`src/rtl/uart_tx_serializer.sv`:
```
// -----------------------------------------------------------------------------
// uart_tx_serializer
//
// Serializer for the UART transmit path. A parallel word is taken on a
// one-cycle data_valid strobe and sent on tx_out as an asynchronous frame:
// a start bit, the data bits LSB first, an optional parity bit and one stop
// bit. Bit timing comes from dividing UCLK by CLKS_PER_BIT.
//
// State table
//   state  | meaning
//   IDLE   | line high, waiting for data_valid
//   START  | driving the start bit (low)
//   DATA   | driving shift register bit 0, shifting at each bit boundary
//   PARITY | driving the parity value captured on entry
//   STOP   | driving the stop bit (high); tx_done on its last cycle
//
// Parameters
//   DATA_WIDTH    data bits per frame (5..9)
//   CLKS_PER_BIT  UCLK cycles per serial bit (>= 2)
//
// Ports
//   UCLK           in   block clock, rising edge
//   reset          in   asynchronous active-high reset
//   data_valid     in   one-cycle load strobe, accepted only while idle
//   parallel_data  in   word to transmit
//   parity_en      in   1 = insert a parity slot, sampled with data_valid
//   parity_bit     in   parity value from the upstream parity calculator
//   tx_out         out  serial line, idles high
//   busy           out  high while a frame is in progress
//   tx_done        out  one-cycle pulse in the first idle cycle after stop
// -----------------------------------------------------------------------------
module uart_tx_serializer #(
    parameter int DATA_WIDTH   = 8,
    parameter int CLKS_PER_BIT = 16
) (
    input  logic                  UCLK,
    input  logic                  reset,
    input  logic                  data_valid,
    input  logic [DATA_WIDTH-1:0] parallel_data,
    input  logic                  parity_en,
    input  logic                  parity_bit,
    output logic                  tx_out,
    output logic                  busy,
    output logic                  tx_done
);

    localparam int BAUD_W = $clog2(CLKS_PER_BIT);
    localparam int BIT_W  = $clog2(DATA_WIDTH + 1);

    localparam logic [BAUD_W-1:0] BAUD_LAST = BAUD_W'(CLKS_PER_BIT - 1);
    localparam logic [BIT_W-1:0]  BIT_LAST  = BIT_W'(DATA_WIDTH - 1);

    typedef enum logic [2:0] {
        IDLE   = 3'd0,
        START  = 3'd1,
        DATA   = 3'd2,
        PARITY = 3'd3,
        STOP   = 3'd4
    } state_t;

    state_t                state, state_next;
    logic [BAUD_W-1:0]     baud_cnt, baud_cnt_next;
    logic [BIT_W-1:0]      bit_cnt, bit_cnt_next;
    logic [DATA_WIDTH-1:0] shift_reg, shift_reg_next;
    logic                  par_en_q, par_en_next;
    logic                  par_q, par_next;
    logic                  tx_out_next;
    logic                  busy_next;
    logic                  tx_done_next;
    logic                  bit_end;

    assign bit_end = (baud_cnt == BAUD_LAST);

    always_ff @(posedge UCLK or posedge reset) begin
        if (reset) begin
            state     <= IDLE;
            baud_cnt  <= '0;
            bit_cnt   <= '0;
            shift_reg <= '0;
            par_en_q  <= 1'b0;
            par_q     <= 1'b0;
            tx_out    <= 1'b1;
            busy      <= 1'b0;
            tx_done   <= 1'b0;
        end else begin
            state     <= state_next;
            baud_cnt  <= baud_cnt_next;
            bit_cnt   <= bit_cnt_next;
            shift_reg <= shift_reg_next;
            par_en_q  <= par_en_next;
            par_q     <= par_next;
            tx_out    <= tx_out_next;
            busy      <= busy_next;
            tx_done   <= tx_done_next;
        end
    end

    always_comb begin
        state_next     = state;
        baud_cnt_next  = baud_cnt;
        bit_cnt_next   = bit_cnt;
        shift_reg_next = shift_reg;
        par_en_next    = par_en_q;
        par_next       = par_q;
        tx_done_next   = 1'b0;

        unique case (state)
            IDLE: begin
                if (data_valid) begin
                    shift_reg_next = parallel_data;
                    par_en_next    = parity_en;
                    baud_cnt_next  = '0;
                    bit_cnt_next   = '0;
                    state_next     = START;
                end
            end

            START: begin
                if (bit_end) begin
                    baud_cnt_next = '0;
                    state_next    = DATA;
                end else begin
                    baud_cnt_next = baud_cnt + BAUD_W'(1);
                end
            end

            DATA: begin
                if (bit_end) begin
                    baud_cnt_next  = '0;
                    shift_reg_next = shift_reg >> 1;
                    bit_cnt_next   = bit_cnt + BIT_W'(1);
                    if (bit_cnt == BIT_LAST) begin
                        if (par_en_q) begin
                            // Parity is captured only on entry so later
                            // movement on parity_bit cannot disturb the slot.
                            par_next   = parity_bit;
                            state_next = PARITY;
                        end else begin
                            state_next = STOP;
                        end
                    end
                end else begin
                    baud_cnt_next = baud_cnt + BAUD_W'(1);
                end
            end

            PARITY: begin
                if (bit_end) begin
                    baud_cnt_next = '0;
                    state_next    = STOP;
                end else begin
                    baud_cnt_next = baud_cnt + BAUD_W'(1);
                end
            end

            STOP: begin
                if (bit_end) begin
                    baud_cnt_next = '0;
                    tx_done_next  = 1'b1;
                    state_next    = IDLE;
                end else begin
                    baud_cnt_next = baud_cnt + BAUD_W'(1);
                end
            end

            default: begin
                state_next = IDLE;
            end
        endcase
    end

    // Outputs are decoded from the next-state values and then registered, so
    // the line changes on the same edge as the state with no input-to-output
    // combinational path.
    always_comb begin
        tx_out_next = 1'b1;
        busy_next   = (state_next != IDLE);
        unique case (state_next)
            START:   tx_out_next = 1'b0;
            DATA:    tx_out_next = shift_reg_next[0];
            PARITY:  tx_out_next = par_next;
            default: tx_out_next = 1'b1;
        endcase
    end

endmodule
```
`config.mk`:
```
export PLATFORM = sky130hd
export DESIGN_NAME = uart_tx_serializer
export DESIGN_NICKNAME = d
export VERILOG_FILES = /design/src/rtl/uart_tx_serializer.sv
export SDC_FILE = /design/constraint.sdc
export NUM_CORES = 1
export LEC_CHECK = 0
export ABC_CLOCK_PERIOD_IN_PS = 2900
export BUFFER_PORTS_ARGS = -buffer_cell sky130_fd_sc_hd__buf_2
export CORE_AREA = 2 2 48 50
export DETAILED_ROUTE_END_ITERATION = 10
export DIE_AREA = 0 0 50 52
export GPL_ROUTABILITY_DRIVEN = 1
export PLACE_DENSITY = 0.78
export SETUP_SLACK_MARGIN = 0.5
export SKIP_CTS_REPAIR_TIMING = 1
export SLEW_MARGIN = 20
export SYNTH_ARGS = -nofsm -noshare
export SYNTH_HDL_FRONTEND = slang
export SYNTH_SLANG_ARGS = --single-unit
```
`constraint.sdc`:
```
create_clock -name UCLK -period 2.9 [get_ports UCLK]
set_clock_uncertainty 0.1 [all_clocks]
set_input_delay 0.725 -clock UCLK [delete_from_list [all_inputs] [get_ports UCLK]]
set_output_delay 0.725 -clock UCLK [all_outputs]
set_load 0.05 [all_outputs]
```
Yosys cells after proc, flatten, opt, wreduce, memory -nomap -nowiden
Index checks and enable logic that the tools add are counted.

word-level totals
  bits in registers = 24
  word-level logic and storage cells = 54

cells by class
  add/sub/neg operators = 2
  equality and inequality tests = 11
  mux-type cells = 23
  reductions and logical operators = 8

operator list
  cell                 number
  $mux 3               7
  $mux 8               2
  $pmux 4 s2           2
  $pmux 8 s2           1
  $pmux 3 s5           1
  $eq 3x2->1 const B   4
  $mux 4               3
  $add 4x1->4 const B  2
  $eq 3x1->1 const B   2
  $mux 1               6
  $eq 4x3->1 const B   1
  $eq 4x4->1 const B   1
  $ne 2x2->1 const B   2
  $reduce_and 2->1     2
  $reduce_bool 2->1    2
  $reduce_or 4->1      1
  $eq 3x3->1 const B   1
  $logic_not 3->1      1
  $pmux 1 s3           1
  $reduce_and 3->1     1
  $reduce_bool 3->1    1

Logic depth before layout (Yosys ltp)
  depth after elaboration = 6
  mapped depth = 7

Worst setup path before layout
OpenSTA, ideal clock, no wires.

  kind = in2reg
  start point = input port data_valid
  end point = register par_en_q
  arrival time = 1.568 ns
  required time = 2.675 ns
  setup slack = 1.107 ns
  stages = 3
  buffers on the path = 1
  path through = nor4b_4 -> buf_2 -> mux2_2

on the way
  cells in the longest elaborated chain, start to end = 1

ends and longest elaborated chain
  item                               line  text
  start, declared                    38    input logic data_valid,
  $reduce_and 2->1 (no source line)  --
  end signal, assigned               90    par_en_q <= par_en_next;
  end, declared                      65    logic par_en_q, par_en_next;

No other way between the ends.
A chain may end at the register's enable or synchronous reset.

Worst setup path in the final report
  start point = register state[2]
  end point = register tx_out

RTL lines
  item                    line  text
  start, declared         61    state_t state, state_next;
  start signal, assigned  86    state <= state_next;
  $eq 3x2->1              107   unique case (state)
  $mux 1                  107
  via par_next            66    logic par_q, par_next;
  $pmux 1 s3              178   unique case (state_next)
  via tx_out_next         67    logic tx_out_next;
  end signal, assigned    92    tx_out <= tx_out_next;
  end, declared           42    output logic tx_out,

The timed path passes the listed nets, and every way through them passes these cells.

==> metrics.log <==
[metrics] max reg flops: 8
[metrics] min setup slack post-route: 779 ps
[metrics] DRC errors left: 0
[metrics] number of buffers added by the clock tree synthesis step: 3
[metrics] FF-to-FF setup slack: 780 ps
[metrics] syn_area_per_cell: 10.0 um^2
[metrics] shortest period the worst path allows: 2120 ps
[metrics] worst ir drop on vdd: 0.000505 V
[metrics] transition at the pin with the smallest max-transition slack: 905 ps
[metrics] Floorplan Core Area: 2110 um^2
[metrics] via-per-instance ratio: 5.86
[metrics] unrepaired setup endpoints after global routing: no
[metrics] Worst Hold Class: register to register
[metrics] smallest hold slack: 400 ps
[metrics] static leakage: 0.000648 uW
[metrics] crit start category: register
[metrics] global router's overall resource usage: 0.210
[metrics] die footprint: 2600 um^2
[metrics] warning count from the yosys run: 0
[metrics] count leader, synth: sky130_fd_sc_hd__dfrtp_1
[metrics] synthesis-stage register bit count: 24
[metrics] share of layout cells above drive strength 1: 0.239
[metrics] antenna cell count: 0
[metrics] CTS H-Tree Depth: 1
[metrics] Worst Setup Path Type: register to register
[metrics] maximum frequency from static timing analysis: 0.472 GHz
[metrics] clk buf depth: 2
[metrics] kind of end point of the critical path: register
[metrics] placement row count: 17
[metrics] data arrival time of the worst path: 2270 ps
[metrics] TritonCTS clock tree: done
[metrics] startpoint of the most critical hold path: shift_reg[2]
[metrics] Final Hold Vio Count: 0
[metrics] P&R area growth vs syn: 14.6%
[metrics] post-synthesis cell type count: 40
[metrics] leading area contributor after synthesis: sky130_fd_sc_hd__dfrtp_1
[metrics] count of flip-flops with a built-in enable after synthesis: 0
[metrics] starting DRC count in detailed routing: 24
[metrics] RR Startpoint: state[2]
[metrics] setup TNS after final layout: 0 ps
[metrics] first-pass detailed-route iteration total: 4
[metrics] tightest slew margin relative to the limit: 0.396
[metrics] part of the Yosys area used for sequential elements: 0.495
[metrics] count of final max-slew check failures: 0
[metrics] CTS Root Cell: sky130_fd_sc_hd__clkbuf_4
[metrics] maximum fanout count along the critical path: 14
[metrics] critical path required time: 3050 ps
[metrics] number of cells traversed by the worst register-to-register path: 6
[metrics] Max Cap Violations: 0
[metrics] clock net sink count: 24
[metrics] status: finished clean
[metrics] syn nets: 136
[metrics] count of nets left with antenna violations after detail routing: 0
[metrics] worst hold stages: 2
[metrics] io pins: 16
[metrics] list of most frequent post-synthesis cells: 23 x sky130_fd_sc_hd__dfrtp_1, 19 x sky130_fd_sc_hd__nand2_1, 9 x sky130_fd_sc_hd__nor2_1, 6 x sky130_fd_sc_hd__a22oi_1
[metrics] total number of vias: 972
[metrics] overall power: 1110 uW
[metrics] Yosys top cell area share: 0.474
[metrics] Total Wirelength: 2.40 mm
[metrics] effective utilization at floorplan: 0.577
[metrics] Mapped Cells: 121
[metrics] antenna violations before repair: 0
[metrics] maximum number of pins on one net before global-route repair: 25
[metrics] async set or reset register ratio after synthesis: 1.00
[metrics] worst reg2reg endpoint: tx_out
[metrics] average detailed-routed wire length per instance: 14.4 um
[metrics] final setup violation count: 0
[metrics] die height: 52 um
[metrics] Worst Hold End: shift_reg[2]
[metrics] leading cell types by total area after synthesis: sky130_fd_sc_hd__dfrtp_1 47%, sky130_fd_sc_hd__nand2_1 5.9%, sky130_fd_sc_hd__a22oi_1 3.7%, sky130_fd_sc_hd__nor2_1 2.8%, sky130_fd_sc_hd__dfstp_2 2.2%
[metrics] number of nets in the layout: 154
[metrics] Primary FF master, synth: sky130_fd_sc_hd__dfrtp_1
[metrics] power density relative to cell area: 794 nW/um^2
[metrics] CTS clock-pin slew for the worst setup and hold paths: 130 ps
[metrics] combined area of all synthesized cells: 1210 um^2
[metrics] clock latency of the later-clocked register in the worst-skew pair: 310 ps
[metrics] input/output buffers: 15
[metrics] vias in the first global route: 887
[metrics] final weighted congestion in routability-driven placement: 0.818
[metrics] Final HPWL DP: 1.66 mm
[metrics] Period Utilization, post-route: 0.731
[metrics] die span in x: 50 um
[metrics] wire length of the first global-routing pass: 4.02 mm
[metrics] aggregate global routing overflow: 0
[metrics] Post-Place Worst Slack: 660 ps
==> worst max-delay path, cell delays in order, from the launching register on <==
cell and delay (ps):
sky130_fd_sc_hd__dfrtp_1 590, sky130_fd_sc_hd__nand2b_1 330, sky130_fd_sc_hd__nor3_4 260, sky130_fd_sc_hd__buf_12 160, sky130_fd_sc_hd__nand4_2 150, sky130_fd_sc_hd__mux2_4 340, sky130_fd_sc_hd__o2bb2ai_1 130
==> cell usage in the layout, fill, tap and decap left out, types with 4 or more instances in the layout <==
cell	count
sky130_fd_sc_hd__dfrtp_1	23
sky130_fd_sc_hd__nand2_1	19
sky130_fd_sc_hd__buf_2	15
sky130_fd_sc_hd__nor2_1	9
sky130_fd_sc_hd__a22oi_1	6
sky130_fd_sc_hd__o21ai_0	5
sky130_fd_sc_hd__inv_1	5
sky130_fd_sc_hd__a21oi_1	5
sky130_fd_sc_hd__nor3_1	4
==> worst max path at each step <==
stage	start	endpoint	slack [ps]
2_1_floorplan	data_valid	par_en_q	1110
3_3_place_gp	baud_cnt[0]	tx_out	700
3_5_place_dp	baud_cnt[0]	tx_out	660
4_1_cts	baud_cnt[0]	tx_out	640
5_1_grt	state[2]	tx_out	690
6_report	state[2]	tx_out	780
==> logic make-up after synthesis <==
kind of cell / synth area share
XOR/XNOR: 0.0216
flip-flops: 0.495
AND/OR/NAND/NOR: 0.234
adder cells (fa/ha/maj): 0.0206
multiplexers: 0.0309
buffers and inverters: 0.0381
AO/OA/AOI/OAI: 0.160
==> power breakdown <==
| part | leakage (uW) | switching, uW | internal, uW |
|---|---|---|---|
| logic | 0.000325 | 197 | 159 |
| clock network | 0.0000279 | 97.4 | 140 |
| registers | 0.000296 | 88.3 | 424 |
| total | 0.000648 | 383 | 723 |
==> area by class of cell <==
cell class                      instances  area, um^2
Multi-Input combinational cell         86         567
Timing Repair Buffer                   19         118
Clock inverter                          1        30.0
Fill cell                             172         713
Sequential cell                        24         602
Clock buffer                            3        22.5
Inverter                                5        18.8
Tap cell                               28        35.0
==> per-layer routing <==
metal,part of all wire,track usage,vias up
li1,-,-,467
met1,0.45,0.273,484
met2,0.50,0.338,17
met3,0.025,0.0374,4
met4,0.015,0.106,0
met5,0,0,-
==> metrics by stage <==
step / cells / cell area [um^2] / util
after floorplan: 121 / 1210 / -
after global placement: 159 / 1310 / 0.620
after detailed placement: 159 / 1310 / 0.620
after CTS: 163 / 1360 / 0.645
after global routing: 166 / 1390 / 0.661
final: 166 / 1390 / 0.661
Power figures use the tool's default switching activity.
